### config.mk
export PLATFORM = sky130hd
export DESIGN_NAME = fu_arbiter
export DESIGN_NICKNAME = d
export VERILOG_FILES = /design/src/rtl/mycpu_pkg.sv /design/src/rtl/fu_rr_pick.sv /design/src/rtl/fu_arbiter.sv
export SDC_FILE = /design/constraint.sdc
export NUM_CORES = 1
export LEC_CHECK = 0
export BUFFER_PORTS_ARGS = -buffer_cell sky130_fd_sc_hd__buf_2
export CAP_MARGIN = 20
export CORE_MARGIN = 3
export CORE_UTILIZATION = 46
export CTS_BUF_LIST = sky130_fd_sc_hd__clkbuf_2 sky130_fd_sc_hd__clkbuf_4 sky130_fd_sc_hd__clkbuf_8
export DETAILED_ROUTE_END_ITERATION = 12
export GPL_TIMING_DRIVEN = 0
export PLACE_DENSITY = 0.82
export SETUP_SLACK_MARGIN = 0.5
export SLEW_MARGIN = 15
export SYNTH_ARGS = -nofsm -noshare
export SYNTH_HDL_FRONTEND = slang
export SYNTH_SLANG_ARGS = --single-unit
### constraint.sdc
create_clock -name clk -period 1.8 [get_ports clk]
set_input_delay 0.36 -clock clk [delete_from_list [all_inputs] [get_ports clk]]
set_output_delay 0.36 -clock clk [all_outputs]
set_load 0.1 [all_outputs]
### src/rtl/mycpu_pkg.sv
// Shared types and defaults for the function-unit arbiter and the fu it fronts.
package mycpu_pkg;

  localparam int unsigned FU_DW       = 16;
  localparam int unsigned FU_FSW      = 4;
  localparam int unsigned FU_ARB_NREQ = 2;

  typedef enum logic [1:0] {
    IDLE = 2'd0,
    EXEC = 2'd1,
    RESP = 2'd2
  } fu_arb_state_t;

endpackage

### src/rtl/fu_rr_pick.sv
// Two-way round-robin winner select: a lone requester wins, a tie goes to prio_in.
module fu_rr_pick
  import mycpu_pkg::*;
(
  input  logic [FU_ARB_NREQ-1:0] valid_in,
  input  logic                   prio_in,
  output logic                   win_out,
  output logic                   any_out
);

  always_comb begin
    any_out = |valid_in;
    win_out = (&valid_in) ? prio_in : valid_in[1];
  end

endmodule

### src/rtl/fu_arbiter.sv
// Shares one combinational function unit between two requesters, one operation
// in flight, round-robin grant, result returned on a per-requester handshake.
module fu_arbiter
  import mycpu_pkg::*;
#(
  parameter int unsigned DW     = FU_DW,
  parameter int unsigned FSW    = FU_FSW,
  parameter int unsigned FU_LAT = 1
) (
  input  logic                        clk,
  input  logic                        rst,
  input  logic [FU_ARB_NREQ-1:0]      req_valid_in,
  output logic [FU_ARB_NREQ-1:0]      req_ready_out,
  input  logic [FU_ARB_NREQ*DW-1:0]   req_a_in,
  input  logic [FU_ARB_NREQ*DW-1:0]   req_b_in,
  input  logic [FU_ARB_NREQ*FSW-1:0]  req_fs_in,
  output logic [FU_ARB_NREQ-1:0]      rsp_valid_out,
  input  logic [FU_ARB_NREQ-1:0]      rsp_ready_in,
  output logic [DW-1:0]               rsp_f_out,
  output logic                        rsp_z_out,
  output logic                        rsp_n_out,
  output logic [DW-1:0]               fu_a_out,
  output logic [DW-1:0]               fu_b_out,
  output logic [FSW-1:0]              fu_fs_out,
  input  logic [DW-1:0]               fu_f_in,
  input  logic                        fu_z_in,
  input  logic                        fu_n_in
);

  fu_arb_state_t state_q, state_d;
  logic          prio_q, prio_d;
  logic          gnt_q, gnt_d;
  logic [2:0]    cnt_q, cnt_d;
  logic [DW-1:0] a_q, a_d, b_q, b_d, f_q, f_d;
  logic [FSW-1:0] fs_q, fs_d;
  logic          z_q, z_d, n_q, n_d;

  logic pick_win, pick_any;

  fu_rr_pick u_pick (
    .valid_in (req_valid_in),
    .prio_in  (prio_q),
    .win_out  (pick_win),
    .any_out  (pick_any)
  );

  always_comb begin
    state_d       = state_q;
    prio_d        = prio_q;
    gnt_d         = gnt_q;
    cnt_d         = cnt_q;
    a_d           = a_q;
    b_d           = b_q;
    fs_d          = fs_q;
    f_d           = f_q;
    z_d           = z_q;
    n_d           = n_q;
    req_ready_out = '0;
    rsp_valid_out = '0;

    unique case (state_q)
      IDLE: begin
        if (pick_any) begin
          req_ready_out[pick_win] = 1'b1;
          a_d     = pick_win ? req_a_in[2*DW-1:DW]    : req_a_in[DW-1:0];
          b_d     = pick_win ? req_b_in[2*DW-1:DW]    : req_b_in[DW-1:0];
          fs_d    = pick_win ? req_fs_in[2*FSW-1:FSW] : req_fs_in[FSW-1:0];
          gnt_d   = pick_win;
          cnt_d   = 3'(FU_LAT);
          prio_d  = ~pick_win;
          state_d = EXEC;
        end
      end
      EXEC: begin
        cnt_d = cnt_q - 3'd1;
        // The FU has seen stable operands for FU_LAT cycles when cnt reaches 1.
        if (cnt_q == 3'd1) begin
          f_d     = fu_f_in;
          z_d     = fu_z_in;
          n_d     = fu_n_in;
          state_d = RESP;
        end
      end
      RESP: begin
        rsp_valid_out[gnt_q] = 1'b1;
        if (rsp_ready_in[gnt_q]) begin
          state_d = IDLE;
        end
      end
      default: state_d = IDLE;
    endcase
  end

  always_ff @(posedge clk) begin
    if (rst) begin
      state_q <= IDLE;
      prio_q  <= 1'b0;
      gnt_q   <= 1'b0;
      cnt_q   <= '0;
      a_q     <= '0;
      b_q     <= '0;
      fs_q    <= '0;
      f_q     <= '0;
      z_q     <= 1'b0;
      n_q     <= 1'b0;
    end else begin
      state_q <= state_d;
      prio_q  <= prio_d;
      gnt_q   <= gnt_d;
      cnt_q   <= cnt_d;
      a_q     <= a_d;
      b_q     <= b_d;
      fs_q    <= fs_d;
      f_q     <= f_d;
      z_q     <= z_d;
      n_q     <= n_d;
    end
  end

  assign fu_a_out  = a_q;
  assign fu_b_out  = b_q;
  assign fu_fs_out = fs_q;
  assign rsp_f_out = f_q;
  assign rsp_z_out = z_q;
  assign rsp_n_out = n_q;

endmodule

==> out/summary.md <==
* Synth async-reset ratio: 0
* Filler cells: 227
* number of primary I/O pins: 154
* proportion of layout cells with a drive suffix above 1: 0.648
* compound-gate portion of the synthesized area: 0.203
* Cell variety after synth: 37
* leakage dissipation: 2.16 nW
* number of detailed-route iterations in the first pass: 7
* power density over cell area: 999 nW/um2
* total setup violations reported at the end of the flow: 3
* final worst-path cycle share: 1.06
* DR iter-0 viols: 301
* unrepaired setup endpoints after global routing: true
* count of final hold-check violations: 0
* critical path startpoint: prio_q$_SDFFE_PP0P_
* vias after detailed routing: 3886
* startpoint of the lowest-slack hold path: fu_f_in[5]
* global-route usage over all layers: 0.294
* cell with the most instances after synthesis: sky130_fd_sc_hd__dfxtp_1
* clock tree from TritonCTS: done
* die footprint: 7050 um2
* estimated wirelength of the detail-placed design: 6270 um
* Crit. End Element: output pin
* global-route wire length before repair: 16900 um
* Design Area, Final: 5230 um2
* pin count of the biggest net entering global routing: 11
* placed cell areas: 3770 um2
* wire length per cell after detailed routing: 22.6 um
* pins over their slew limit: 0
* die boundary width: 83.9 um
* area share of the largest cell type after synthesis: 0.437
* IR drop worst, VDD: 661 uV
* main flop type after synthesis: sky130_fd_sc_hd__dfxtp_1
* Vias per Instance: 6.38
* leftover overflow at the end of global routing: 0
* data arrival at the endpoint of the critical path: 1.56 ns
* achievable frequency: 522 MHz
* via count of the first global-routing pass: 3483
* antenna violations before repair: 0
* Min-Delay Path Class: in -> reg
* number of max-capacitance violations reported: 0
* biggest area consumer among synthesized cells: sky130_fd_sc_hd__dfxtp_1
* mapped cell area: 2790 um2
* cell count after synthesis: 336
* floorplan core area: 5680 um2
* Tmin final: 1.92 ns
* status: finished with violations
* Slew @ Worst Pin: 0.706 ns
* area growth from synthesis to final layout: 87.2%
* number of H-tree levels: 3
* FF-to-FF Start: state_q[1]$_SDFFE_PP0P_
* simple-gate area share of the yosys netlist: 0.242
* area share of fa/ha/maj cells after synthesis: 0.00896
* clock-pin slew reported for the worst setup and hold paths after clock tree synthesis: 0.08 ns
* post-detailed-route count of antenna-violating nets: 0
* Detailed Route WL: 13800 um
* XOR/XNOR share of the synthesized area: 0.00313
* clock tree buffer depth: 2
* failing checks: setup timing
* Final #Nets: 630
* startpoint types: flop
* share of synthesized area occupied by flip-flops and latches: 0.437
* cts bufs inserted: 9
* start-to-end type of the worst setup path: reg -> out
* synthesized netlist net count: 434
* summed negative setup slack over all endpoints: -0.216 ns
* synthesized flop and latch total: 61
* clock skew after layout: 0.00714 ns
* post-synthesis area per instance: 8.32 um2
* Placed Cells: 560
* largest family of logic cells by synthesized area: simple AND/OR/NAND/NOR gates
* root buffer cell: sky130_fd_sc_hd__clkbuf_8
* multiplexer share of the synthesized area: 0.00358
* die boundary height: 83.9 um
* Setup WS post-layout: -0.116 ns
* final weighted congestion in routability-driven placement: 0.913
* starting density of the core: 0.492
* dominant cells by area after synthesis: sky130_fd_sc_hd__dfxtp_1, sky130_fd_sc_hd__a31oi_1, sky130_fd_sc_hd__nand4_1
* total of warnings raised by yosys: 0
* Antenna diodes: 0
* Hold Buf Count CTS: 0
* number of buffer cells added on primary ports: 152
* final instance count without filler cells: 609
* sinks on the clock net: 61
* clock latency on the worst-skew pair: 0.34 ns
* Placement Rows: 27
* critical path required time: 1.44 ns
* Max-slew headroom: 0.529
* EDFF count, synth: 0
* largest fanout on the critical path: 3
* most common library cells after synthesis: sky130_fd_sc_hd__dfxtp_1, sky130_fd_sc_hd__o21ai_0, sky130_fd_sc_hd__nand2_1, sky130_fd_sc_hd__nand3_1
* final routed DRC violation total: 0
flip-flops by register name, indices dropped and copies added (netlist names):
name	flops
gnt_q	1
fu_b_out	16
rsp_f_out	16
rsp_z_out	1
cnt_q	3
fu_fs_out	4
state_q	2
rsp_n_out	1
prio_q	1
fu_a_out	16
routing by layer:
layer	routed length [um]	GRT usage	vias to the layer above
met2	6750	0.503	339
met1	4930	0.347	1826
met3	1430	0.0888	85
met5	0	0	-
met4	674	0.102	0
li1	-	-	1636
layout make-up:
type / instances / area [um2] / area share
sequential: 61 / 1290 / 0.246
clock buffer: 11 / 145 / 0.0278
inverter: 4 / 22.5 / 0.00431
clock inverter: 5 / 50.0 / 0.00957
multi-input combinational: 232 / 1630 / 0.312
timing repair buffer: 185 / 1640 / 0.314
tap: 72 / 90.1 / 0.0172
buffer: 39 / 362 / 0.0691
final timing paths:
| check | to | slack, ns | depth (start not counted) |
|---|---|---|---|
| setup / recovery | req_ready_out[1] | -0.12 | 6 |
| hold reg to reg | rsp_f_out[11]$_SDFFE_PP0P_ | 0.49 | 2 |
| setup reg to reg | fu_a_out[14]$_SDFFE_PP0P_ | 0.06 | 9 |
| hold / removal | rsp_f_out[5]$_SDFFE_PP0P_ | 0.25 | 3 |
worst max-delay path, cell delays in order, from the launching register on:
cell and delay, ns:
sky130_fd_sc_hd__dfxtp_2 0.35, sky130_fd_sc_hd__nand2b_4 0.14, sky130_fd_sc_hd__buf_8 0.12, sky130_fd_sc_hd__clkbuf_16 0.14, sky130_fd_sc_hd__nand3_4 0.10, sky130_fd_sc_hd__clkinvlp_4 0.16
sky130_fd_sc_hd__buf_12 0.20
layout by cell type (no fill, tap or decap), types with 8 or more instances in the layout:
cell | netlist | layout
sky130_fd_sc_hd__buf_2 | 8 | 99
sky130_fd_sc_hd__dfxtp_2 | 0 | 53
sky130_fd_sc_hd__buf_6 | 5 | 47
sky130_fd_sc_hd__nand4_1 | 36 | 36
sky130_fd_sc_hd__o21ai_0 | 38 | 34
sky130_fd_sc_hd__a31oi_1 | 36 | 34
sky130_fd_sc_hd__nand2_1 | 37 | 25
sky130_fd_sc_hd__nand3_2 | 0 | 25
sky130_fd_sc_hd__buf_4 | 6 | 24
sky130_fd_sc_hd__buf_12 | 0 | 22
sky130_fd_sc_hd__buf_8 | 0 | 14
sky130_fd_sc_hd__a21oi_1 | 23 | 14
sky130_fd_sc_hd__clkbuf_8 | 3 | 13
sky130_fd_sc_hd__a21oi_2 | 0 | 9
sky130_fd_sc_hd__nand3_1 | 37 | 8
sky130_fd_sc_hd__dfxtp_1 | 61 | 8
logic make-up (layout without fill, tap and decap cells):
family	after synthesis	in the layout
buffers and inverters	43	244
xor gates and xnor gates	1	1
and+or+nand+nor	128	128
DFF	61	61
muxes	1	1
AOI/OAI and AO/OA	100	100
adders and majority gates	2	2
power breakdown:
part           total (mW)  internal (mW)  leakage [nW]  switching (mW)
sequential           1.62           1.50         0.521           0.120
clock                1.25          0.684         0.106           0.569
combinational        2.36          0.840          1.53            1.52
total                5.23           3.02          2.16            2.20
repair_timing:
| item | in CTS | in global routing |
|---|---|---|
| endpoints found under the setup margin | 108 | 86 |
| gates cloned | 4 | 0 |
| setup buffers | 23 | 6 |
| resized for setup | 181 | 111 |
| pin swaps | 7 | 18 |
metrics by stage:
step	worst slack (ns)	hold WS, ns	util	power (mW)
4_1_cts	-0.0207	0.250	0.844	4.88
3_5_place_dp	-0.361	0.443	0.664	3.26
3_3_place_gp	-0.391	0.438	0.664	3.24
5_1_grt	-0.136	0.245	0.922	5.37
2_1_floorplan	0.0409	0.469	-	2.91
6_report	-0.116	0.245	0.922	5.23
Note: power is estimated with default switching activity, not from simulation.
